$ cat config.mk
export PLATFORM = sky130hd
export DESIGN_NAME = dcache_line_ctrl_flat
export DESIGN_NICKNAME = d
export VERILOG_FILES = /design/src/rtl/dcache_line_ctrl_if.sv /design/src/rtl/dcache_line_ctrl.sv /design/src/flat_wrapper.sv
export SDC_FILE = /design/constraint.sdc
export NUM_CORES = 1
export LEC_CHECK = 0
export BUFFER_PORTS_ARGS = -buffer_cell sky130_fd_sc_hd__buf_2
export CAP_MARGIN = 20
export CORE_MARGIN = 2
export CORE_UTILIZATION = 45
export CTS_CLUSTER_DIAMETER = 120
export CTS_CLUSTER_SIZE = 28
export DETAILED_ROUTE_END_ITERATION = 16
export GPL_TIMING_DRIVEN = 0
export PLACE_DENSITY = 0.8
export SLEW_MARGIN = 0
export SYNTH_ARGS = -nofsm -noshare
export SYNTH_HDL_FRONTEND = slang
export SYNTH_SLANG_ARGS = --single-unit
$ cat constraint.sdc
create_clock -name CLK -period 3.1 [get_ports CLK]
set_clock_uncertainty 0.2 [all_clocks]
set_input_delay 0.465 -clock CLK [delete_from_list [all_inputs] [get_ports CLK]]
set_output_delay 0.465 -clock CLK [all_outputs]
set_load 0.1 [all_outputs]
$ cat src/rtl/dcache_line_ctrl_if.sv
// Bundle between the data-cache miss sequencer, the cache tag/data arrays and the D-memory SRAM.
// The tag side is the master of the request; the sequencer sits on the slave modport.
interface dcache_line_ctrl_if #(
  parameter int IDX_W  = 2,
  parameter int AWIDTH = 12,
  parameter int DWIDTH = 32
);
  logic              REQ_VALID;
  logic              REQ_DIRTY;
  logic [AWIDTH-1:0] REQ_FILL_ADDR;
  logic [AWIDTH-1:0] REQ_VICT_ADDR;
  logic              REQ_READY;
  logic [IDX_W-1:0]  VICT_RD_IDX;
  logic [DWIDTH-1:0] VICT_RD_DATA;
  logic              FILL_WE;
  logic [IDX_W-1:0]  FILL_IDX;
  logic [DWIDTH-1:0] FILL_DATA;
  logic              DONE;
  logic              D_MEM_CSN;
  logic              D_MEM_WEN;
  logic [3:0]        D_MEM_BE;
  logic [AWIDTH-1:0] D_MEM_ADDR;
  logic [DWIDTH-1:0] D_MEM_DOUT;
  logic [DWIDTH-1:0] D_MEM_DI;
  logic [31:0]       MISS_CNT;
  logic [31:0]       WB_CNT;

  modport master (
    output REQ_VALID, REQ_DIRTY, REQ_FILL_ADDR, REQ_VICT_ADDR, VICT_RD_DATA, D_MEM_DI,
    input  REQ_READY, VICT_RD_IDX, FILL_WE, FILL_IDX, FILL_DATA, DONE,
           D_MEM_CSN, D_MEM_WEN, D_MEM_BE, D_MEM_ADDR, D_MEM_DOUT, MISS_CNT, WB_CNT
  );

  modport slave (
    input  REQ_VALID, REQ_DIRTY, REQ_FILL_ADDR, REQ_VICT_ADDR, VICT_RD_DATA, D_MEM_DI,
    output REQ_READY, VICT_RD_IDX, FILL_WE, FILL_IDX, FILL_DATA, DONE,
           D_MEM_CSN, D_MEM_WEN, D_MEM_BE, D_MEM_ADDR, D_MEM_DOUT, MISS_CNT, WB_CNT
  );
endinterface

$ cat src/rtl/dcache_line_ctrl.sv
// Data-cache miss sequencer: writes back a dirty victim line, refills the missing line from
// D-memory into the cache data array, pulses DONE, and counts misses and writebacks.
module dcache_line_ctrl #(
  parameter int WORDS_PER_LINE = 4,
  parameter int IDX_W          = 2,
  parameter int AWIDTH         = 12,
  parameter int DWIDTH         = 32
) (
  input  logic               CLK,
  input  logic               RSTn,
  dcache_line_ctrl_if.slave  bus
);

  typedef enum logic [2:0] {S_IDLE, S_WB, S_RD, S_FILL, S_DONE} state_t;

  localparam logic [IDX_W-1:0]  LAST      = IDX_W'(WORDS_PER_LINE - 1);
  localparam logic [AWIDTH-1:0] LINE_MASK = ~AWIDTH'(WORDS_PER_LINE - 1);

  state_t            state, state_nxt;
  logic [IDX_W-1:0]  cnt, cnt_nxt;
  logic [IDX_W-1:0]  fill_idx_q;
  logic              fill_pend;
  logic [AWIDTH-1:0] fill_base, vict_base;
  logic [31:0]       miss_cnt, wb_cnt;
  logic              accept;

  // NOTE: every signal written here gets a default first, so no path can leave one unassigned
  // and infer a latch.
  always_comb begin
    state_nxt          = state;
    cnt_nxt            = cnt;
    accept             = 1'b0;
    bus.REQ_READY      = 1'b0;
    bus.D_MEM_CSN      = 1'b1;
    bus.D_MEM_WEN      = 1'b1;
    bus.D_MEM_BE       = 4'b0000;
    bus.D_MEM_ADDR     = '0;
    bus.D_MEM_DOUT     = '0;
    bus.VICT_RD_IDX    = '0;
    bus.DONE           = 1'b0;
    case (state)
      S_IDLE: begin
        bus.REQ_READY = 1'b1;
        if (bus.REQ_VALID) begin
          accept    = 1'b1;
          cnt_nxt   = '0;
          state_nxt = bus.REQ_DIRTY ? S_WB : S_RD;
        end
      end
      S_WB: begin
        bus.D_MEM_CSN   = 1'b0;
        bus.D_MEM_WEN   = 1'b0;
        bus.D_MEM_BE    = 4'b1111;
        bus.D_MEM_ADDR  = vict_base | AWIDTH'(cnt);
        bus.VICT_RD_IDX = cnt;
        bus.D_MEM_DOUT  = bus.VICT_RD_DATA;
        cnt_nxt         = cnt + IDX_W'(1);
        if (cnt == LAST) begin
          cnt_nxt   = '0;
          state_nxt = S_RD;
        end
      end
      S_RD: begin
        bus.D_MEM_CSN  = 1'b0;
        bus.D_MEM_ADDR = fill_base | AWIDTH'(cnt);
        cnt_nxt        = cnt + IDX_W'(1);
        if (cnt == LAST) begin
          cnt_nxt   = '0;
          state_nxt = S_FILL;
        end
      end
      S_FILL:  state_nxt = S_DONE;
      S_DONE: begin
        bus.DONE  = 1'b1;
        state_nxt = S_IDLE;
      end
      default: state_nxt = S_IDLE;
    endcase
  end

  // NOTE: sequential state uses non-blocking assignments so every register samples pre-edge values.
  always_ff @(posedge CLK or negedge RSTn) begin
    if (!RSTn) begin
      state      <= S_IDLE;
      cnt        <= '0;
      fill_pend  <= 1'b0;
      fill_idx_q <= '0;
      fill_base  <= '0;
      vict_base  <= '0;
      miss_cnt   <= '0;
      wb_cnt     <= '0;
    end else begin
      state      <= state_nxt;
      cnt        <= cnt_nxt;
      fill_pend  <= (state == S_RD);
      fill_idx_q <= cnt;
      if (accept) begin
        fill_base <= bus.REQ_FILL_ADDR & LINE_MASK;
        vict_base <= bus.REQ_VICT_ADDR & LINE_MASK;
        miss_cnt  <= miss_cnt + 32'd1;
        wb_cnt    <= wb_cnt + 32'(bus.REQ_DIRTY);
      end
    end
  end

  // SRAM read data arrives one cycle after the RD cycle that addressed it.
  assign bus.FILL_WE   = fill_pend;
  assign bus.FILL_IDX  = fill_pend ? fill_idx_q : '0;
  assign bus.FILL_DATA = fill_pend ? bus.D_MEM_DI : '0;
  assign bus.MISS_CNT  = miss_cnt;
  assign bus.WB_CNT    = wb_cnt;

endmodule

$ cat src/flat_wrapper.sv
// flat-port wrapper written by rule: the top's interface ports become plain ports
module dcache_line_ctrl_flat 
#(
  parameter int WORDS_PER_LINE = 4,
  parameter int IDX_W          = 2,
  parameter int AWIDTH         = 12,
  parameter int DWIDTH         = 32
)
  (CLK, RSTn, bus_REQ_VALID, bus_REQ_DIRTY, bus_REQ_FILL_ADDR, bus_REQ_VICT_ADDR, bus_VICT_RD_DATA, bus_D_MEM_DI, bus_REQ_READY, bus_VICT_RD_IDX, bus_FILL_WE, bus_FILL_IDX, bus_FILL_DATA, bus_DONE, bus_D_MEM_CSN, bus_D_MEM_WEN, bus_D_MEM_BE, bus_D_MEM_ADDR, bus_D_MEM_DOUT, bus_MISS_CNT, bus_WB_CNT);
  dcache_line_ctrl_if #(.IDX_W(IDX_W), .AWIDTH(AWIDTH), .DWIDTH(DWIDTH)) bus_i ();
  input  logic CLK;
  input  logic RSTn;
  input wire logic [$bits(bus_i.REQ_VALID)-1:0] bus_REQ_VALID;
  input wire logic [$bits(bus_i.REQ_DIRTY)-1:0] bus_REQ_DIRTY;
  input wire logic [$bits(bus_i.REQ_FILL_ADDR)-1:0] bus_REQ_FILL_ADDR;
  input wire logic [$bits(bus_i.REQ_VICT_ADDR)-1:0] bus_REQ_VICT_ADDR;
  input wire logic [$bits(bus_i.VICT_RD_DATA)-1:0] bus_VICT_RD_DATA;
  input wire logic [$bits(bus_i.D_MEM_DI)-1:0] bus_D_MEM_DI;
  output wire logic [$bits(bus_i.REQ_READY)-1:0] bus_REQ_READY;
  output wire logic [$bits(bus_i.VICT_RD_IDX)-1:0] bus_VICT_RD_IDX;
  output wire logic [$bits(bus_i.FILL_WE)-1:0] bus_FILL_WE;
  output wire logic [$bits(bus_i.FILL_IDX)-1:0] bus_FILL_IDX;
  output wire logic [$bits(bus_i.FILL_DATA)-1:0] bus_FILL_DATA;
  output wire logic [$bits(bus_i.DONE)-1:0] bus_DONE;
  output wire logic [$bits(bus_i.D_MEM_CSN)-1:0] bus_D_MEM_CSN;
  output wire logic [$bits(bus_i.D_MEM_WEN)-1:0] bus_D_MEM_WEN;
  output wire logic [$bits(bus_i.D_MEM_BE)-1:0] bus_D_MEM_BE;
  output wire logic [$bits(bus_i.D_MEM_ADDR)-1:0] bus_D_MEM_ADDR;
  output wire logic [$bits(bus_i.D_MEM_DOUT)-1:0] bus_D_MEM_DOUT;
  output wire logic [$bits(bus_i.MISS_CNT)-1:0] bus_MISS_CNT;
  output wire logic [$bits(bus_i.WB_CNT)-1:0] bus_WB_CNT;
  assign bus_i.REQ_VALID = bus_REQ_VALID;
  assign bus_i.REQ_DIRTY = bus_REQ_DIRTY;
  assign bus_i.REQ_FILL_ADDR = bus_REQ_FILL_ADDR;
  assign bus_i.REQ_VICT_ADDR = bus_REQ_VICT_ADDR;
  assign bus_i.VICT_RD_DATA = bus_VICT_RD_DATA;
  assign bus_i.D_MEM_DI = bus_D_MEM_DI;
  assign bus_REQ_READY = bus_i.REQ_READY;
  assign bus_VICT_RD_IDX = bus_i.VICT_RD_IDX;
  assign bus_FILL_WE = bus_i.FILL_WE;
  assign bus_FILL_IDX = bus_i.FILL_IDX;
  assign bus_FILL_DATA = bus_i.FILL_DATA;
  assign bus_DONE = bus_i.DONE;
  assign bus_D_MEM_CSN = bus_i.D_MEM_CSN;
  assign bus_D_MEM_WEN = bus_i.D_MEM_WEN;
  assign bus_D_MEM_BE = bus_i.D_MEM_BE;
  assign bus_D_MEM_ADDR = bus_i.D_MEM_ADDR;
  assign bus_D_MEM_DOUT = bus_i.D_MEM_DOUT;
  assign bus_MISS_CNT = bus_i.MISS_CNT;
  assign bus_WB_CNT = bus_i.WB_CNT;
  dcache_line_ctrl #(.WORDS_PER_LINE(WORDS_PER_LINE), .IDX_W(IDX_W), .AWIDTH(AWIDTH), .DWIDTH(DWIDTH)) u_core (.CLK(CLK), .RSTn(RSTn), .bus(bus_i));
endmodule
==> flow_summary.toml, run 1 <==
[setup_path]
cpPeakStageDelay_ns = 0.48
critical_path_arrival_ns = 2.29
timing.critical_path.max_delay_family = "buffers and inverters"
crit_end_element = "output pin"
worstSetupPathType = "flip-flop to output pin"
timing.critical_path.fanout_max = 10
worst-r2r-setup-slack_ns = 0.50
worstRegToRegCells = 4
r2r-start = "u_core.state[1]$_DFFE_PN0P_"
critical_path_required_ns = 2.43
crit_path_start = "u_core.state[1]$_DFFE_PN0P_"
reg2reg_to = "u_core.fill_base[8]$_DFFE_PN0P_"
timing.critical_path.to = "bus_D_MEM_ADDR[2]"
cp.depth = 5
worstPathBufferInverterCount = 3
path_cells = "inv_1, nor3_1, clkbuf_2, a22o_1, buf_2"
timing.critical_path.slowest_stage_cell = "sky130_fd_sc_hd__dfrtp_1"
critical_path.startpoint_type = "flip-flop"

[final_layout]
syn2layout_area_growth_pct = 35.8
fillCellCount = 828
finalNetCount = 793
drive_gt1_share_pct = 43.4
num_antenna_cells = 0

[logic_synthesis]
synth.ff_latch_count = 92
post_synth_xor_area_fraction_pct = 11.6
synth_top_family_by_area = "simple AND/OR/NAND/NOR gates"
synth-compound-area-share_pct = 3.75
syn-mean-instance-area_um2 = 10.4
synth-seq-area-share_pct = 50.0
syn_area_um2 = 4600
synth.distinct_cells = 37
synth_cells = 443
synth.mux.area_fraction_pct = 5.14
yosys_warn_count = 0
synthSimpleGateAreaFrac_pct = 25.1
mappedNetlistNets = 540
synth-adder-area-share_pct = 1.36

[route]
route.detailed.wl_per_inst_um = 15.0
drt_drc_violations_left = 0
drt-total-wl_mm = 12.5
viasPerCell = 5.02
drt.antenna.violating_nets = 0
count_of_vias_placed_by_the_detailed_router = 4189
first_iter_violations = 193
first_pass_iters = 4

[timing]
final.setup.tns_ns = 0
setup_repair_after_global_routing_missed_its_margin = "true"
layout_worst_path_cycle_share_pct = 95.2
final_max_slew_viol_count = 0
finalCriticalPeriod_ns = 2.95
fmaxAchievable_mhz = 339
timing.hold.ws_ns = 0.141
worst_slew_pin_tran_ns = 0.630
final_hold_viol_count = 0
setup_viol = 0
max-slew-margin-rel_pct = 58.0

[placed_design]
place.gp.congestion = 0.829
dp_hpwl_mm = 9.54
port-buffer-count = 240

[floorplanning]
initial_utilization_pct = 46.7
die_width_um = 105
die-area_um2 = 11100
std_cell_rows = 36
top_level_ports = 245
floorplan.core_area_um2 = 9860
overall_die_height_um = 105

[cts]
numClockSinks = 92
clkLatencyLatePin_ns = 0.35
tritoncts = "yes"
max-clock-path-buffers = 2
cts_made_buffers = 9
clk_root_buffer_cell = "sky130_fd_sc_hd__clkbuf_8"
cts_htree_levels = 3
cts.reportedPaths.clkPinSlew_ns = 0.09

[status]
run_status = "finished clean"

[job]
drv.max_cap_violation_count = 0

[global_routing]
grt_pass1_vias = 4111
first_pass_grt_wire_length_mm = 20.0
overflow_left_after_global_routing = 0
antenna_found_initial = 0
grt_max_degree = 49
grt_usage_pct = 22.2

[hold_path]
min_from = "bus_REQ_VICT_ADDR[8]"
worstHoldPathType = "input port to flip-flop"
## kinds of logic (layout without fill, tap and decap cells)
group / count (synthesis) / in the layout
AOI/OAI and AO/OA: 22 / 22
xor gates and xnor gates: 61 / 61
adders and majority gates: 5 / 5
buffers and inverters: 30 / 288
DFF: 92 / 92
muxes: 21 / 21
and+or+nand+nor: 212 / 212
## cell usage after synthesis, drive strengths merged
cell type / n / area, µm²
mux2: 21 / 236
ha: 5 / 62.6
nor2b: 3 / 18.8
xnor2: 39 / 342
or2: 2 / 12.5
or4b: 1 / 10.0
a2111oi: 1 / 8.76
a21oi: 4 / 20.0
and3: 46 / 288
nand2b: 1 / 6.26
nand3: 15 / 75.1
a211oi: 1 / 7.51
a21o: 2 / 17.5
a311oi: 2 / 17.5
and4: 4 / 35.0
nor2: 23 / 86.3
nand4: 14 / 87.6
or3: 1 / 11.3
clkbuf: 14 / 52.6
and2: 40 / 250
buf: 11 / 71.3
a31oi: 1 / 6.26
nor3b: 2 / 15.0
nor3: 14 / 75.1
xor2: 22 / 193
inv: 5 / 18.8
nor4b: 1 / 8.76
dfrtp: 92 / 2300
a22oi: 1 / 7.51
nand2: 43 / 161
a22o: 10 / 87.6
nor4: 2 / 12.5
## cell type report
type,count,area [µm²],share of cell area [%]
sequential,92,2300,36.8
buffer,25,133,2.12
clock buffer,10,128,2.04
inverter,5,18.8,0.300
clock inverter,6,48.8,0.780
multi-input combinational,321,2190,35.0
tap,133,166,2.66
timing repair buffer,242,1270,20.3
## cell usage in the layout, fill, tap and decap left out, drive strengths merged, types with 2 or more instances in the layout
master / synthesis / layout
nand3: 15 / 15
a21o: 2 / 2
inv: 5 / 7
mux2: 21 / 21
nand2: 43 / 43
nor2b: 3 / 3
and2: 40 / 40
a311oi: 2 / 2
nor4: 2 / 2
clkinv: 0 / 2
buf: 11 / 243
ha: 5 / 5
nor2: 23 / 23
nor3b: 2 / 2
a22o: 10 / 10
a21oi: 4 / 4
xnor2: 39 / 39
nor3: 14 / 14
dfrtp: 92 / 92
nand4: 14 / 14
clkinvlp: 0 / 2
and4: 4 / 4
and3: 46 / 46
clkbuf: 14 / 32
or2: 2 / 2
xor2: 22 / 22
## through the flow
step | instances | setup WS, ns | utilization [%] | area, µm²
finish | 834 | 0.149 | 63.4 | 6250
global route | 834 | -0.000967 | 63.4 | 6250
CTS | 834 | 0.0105 | 63.1 | 6220
detailed placement | 817 | -0.00429 | 61.1 | 6020
global placement | 816 | -0.00183 | 60.8 | 5990
floorplan | 443 | -0.388 | - | 4630
## how the worst min path moves through the flow
| stage | end | cells past startpoint |
|---|---|---|
| floorplan | u_core.bus.FILL_WE$_DFF_PN0_ | 0 |
| global placement | u_core.bus.MISS_CNT[31]$_DFFE_PN0P_ | 1 |
| detailed placement | u_core.bus.MISS_CNT[31]$_DFFE_PN0P_ | 1 |
| CTS | u_core.vict_base[11]$_DFFE_PN0P_ | 2 |
| global route | u_core.fill_base[7]$_DFFE_PN0P_ | 2 |
| finish | u_core.vict_base[8]$_DFFE_PN0P_ | 2 |
## per-layer routing
layer	wire length [µm]	track usage, %	up-vias
met3	676	5.36	4
met2	6370	37.9	138
met4	65	3.71	0
met5	0	0	-
met1	5390	29.1	2036
li1	-	-	2011
## worst register-to-register path, delay by kind of cell (launching register included)
kind | cells | cell delay [ns]
buffers and inverters | 2 | 0.87
muxes | 1 | 0.41
and+or+nand+nor | 1 | 0.55
DFF | 1 | 0.47
## state kept, by name, summed over array words and instances, names as in the netlist
name,count
u_core.bus.MISS_CNT,32
u_core.bus.WB_CNT,32
u_core.fill_base,10
u_core.vict_base,10
u_core.state,3
u_core.cnt,2
u_core.fill_idx_q,2
u_core.bus.FILL_WE,1
## timing repair
action                     CTS  global route
pin swaps                    0             0
hold endpoints to repair    44             0
gates resized for setup      5            10
hold buffers                 1             0
buffers inserted             0             0
setup endpoints to repair   12            25
Power of run 1 is left out: the tool's default activity adds up to more than one toggle a clock period on the data nets, which glitch-free logic cannot reach.
==> inputs of run 2 (changes only) <==
CORE_UTILIZATION = 30   (was 45)
PLACE_DENSITY = unset   (was 0.8)
==> flow_summary.toml, run 2 (synthesis gave the netlist of run 1 again) <==
[status]
run_status = "finished clean"

[placed_design]
port-buffer-count = 240
place.gp.congestion = 0.804
dp_hpwl_mm = 10.1
preCtsSetupSlack_ns = -0.0474

[setup_path]
critical_path.startpoint_type = "flip-flop"
timing.critical_path.fanout_max = 13
critical_path_required_ns = 2.43
timing.critical_path.slowest_stage_cell = "sky130_fd_sc_hd__buf_2"
worst-r2r-setup-slack_ns = 0.57
path_cells = "buf_6, nor2_2, and2_1, clkdlybuf4s15_2, buf_2"
cpPeakStageDelay_ns = 0.49
crit_end_element = "output pin"
r2r-start = "u_core.state[2]$_DFFE_PN0P_"
reg2reg_to = "u_core.vict_base[9]$_DFFE_PN0P_"
worstRegToRegCells = 5
critical_path_arrival_ns = 2.29
worstSetupPathType = "flip-flop to output pin"

[cts]
max-clock-path-buffers = 2
post_cts.repair.setup_buffers = 0
cts_made_buffers = 9
numClockSinks = 92
clkLatencyLatePin_ns = 0.34
cts_htree_levels = 3
clk_root_buffer_cell = "sky130_fd_sc_hd__clkbuf_16"
cts.reportedPaths.clkPinSlew_ns = 0.07
tritoncts = "yes"

[timing]
fmaxAchievable_mhz = 338
worst_slew_pin_tran_ns = 0.604
final_max_slew_viol_count = 0
layout_worst_path_cycle_share_pct = 95.4
final_hold_viol_count = 0
setup_repair_after_global_routing_missed_its_margin = "false"
fin_ws_ns = 0.142
finalCriticalPeriod_ns = 2.96
setup_viol = 0
max-slew-margin-rel_pct = 59.8

[hold_path]
min_from = "bus_REQ_VICT_ADDR[10]"
holdPathStages = 2
worstHoldPathType = "input port to flip-flop"
min_delay_worst_endpoint = "u_core.vict_base[10]$_DFFE_PN0P_"

[floorplanning]
overall_die_height_um = 128
floorplan.core_area_um2 = 15100
die_width_um = 128
initial_utilization_pct = 30.5
std_cell_rows = 45
top_level_ports = 245
die-area_um2 = 16400

[global_routing]
grt_usage_pct = 15.3
first_pass_grt_wire_length_mm = 19.8
grt_pass1_vias = 3972
grt_max_degree = 53
antenna_found_initial = 0
overflow_left_after_global_routing = 0

[route]
drt.antenna.violating_nets = 0
drt-total-wl_mm = 13.0
drt_drc_violations_left = 0
first_pass_iters = 4
count_of_vias_placed_by_the_detailed_router = 4184
viasPerCell = 4.71
route.detailed.wl_per_inst_um = 14.7
first_iter_violations = 144

[final_layout]
mostFrequentLayoutCell = "sky130_fd_sc_hd__buf_2"
drive_gt1_share_pct = 43.4
syn2layout_area_growth_pct = 39.4
final_cell_mix = "sky130_fd_sc_hd__buf_2, sky130_fd_sc_hd__dfrtp_1, sky130_fd_sc_hd__and3_1"
finalNetCount = 793
num_antenna_cells = 0

[job]
drv.max_cap_violation_count = 0
## run 2: cell types whose count changed in the layout (fill, tap and decap cells not counted), sizes merged
cell / before / now
buf: 243 / 248
clkbuf: 32 / 28
clkinv: 2 / 3
clkinvlp: 2 / 1
inv: 7 / 6
## run 2: critical path: cells and delay by family (launching register included)
kind / cells / cell delay [ns]
flops: 1 / 0.37
simple gates: 2 / 0.54
buf+inv: 3 / 1.03
## run 2: area by class of cell
type,count,area (µm²)
multi-input cells,321,2180
fillers,1484,8670
clock inverters,5,35.0
repair buffers,242,1270
plain buffers,25,133
well taps,188,235
clock buffers,11,243
inverters,5,18.8
flip-flops and latches,92,2300
## run 2: repair_timing
item	4_1_cts	5_1_grt
hold buffers	1	0
hold endpoints to repair	40	0
setup endpoints to repair	12	26
gates resized for setup	9	6
## run 2: per-stage QoR
step | cell area (µm²) | utilization, % | setup TNS [ns] | cells | hold WS (ns)
floorplan | 4630 | - | -0.964 | 443 | -0.0306
global placement | 6060 | 40.2 | -1.07 | 871 | 0.256
detailed placement | 6090 | 40.4 | -0.628 | 872 | 0.264
CTS | 6400 | 42.4 | 0 | 889 | 0.130
global route | 6420 | 42.5 | 0 | 889 | 0.124
finish | 6420 | 42.5 | 0 | 889 | 0.143
## run 2: how the worst max path moves through the flow
stage / startpoint / endpoint / slack, ns / cells after the start
global route: u_core.state[2]$_DFFE_PN0P_ / bus_D_MEM_ADDR[4] / 0.01 / 6
CTS: u_core.state[1]$_DFFE_PN0P_ / bus_D_MEM_ADDR[2] / 0.001 / 5
finish: u_core.state[2]$_DFFE_PN0P_ / bus_D_MEM_BE[0] / 0.14 / 5
floorplan: u_core.state[0]$_DFFE_PN0P_ / bus_DONE / -0.39 / 3
global placement: bus_REQ_VALID / u_core.fill_base[5]$_DFFE_PN0P_ / -0.08 / 5
detailed placement: bus_REQ_VALID / u_core.fill_base[10]$_DFFE_PN0P_ / -0.05 / 5
## run 2: routing by layer
layer  up-vias  global-route usage, %  share of wire, %
li1       2017                      -                 -
met1      2001                   19.3                43
met2       151                   25.1                48
met3        15                   5.09               7.5
met4         0                   4.46               1.2
met5         -                      0                 0
Power of run 2 is left out for the same reason.
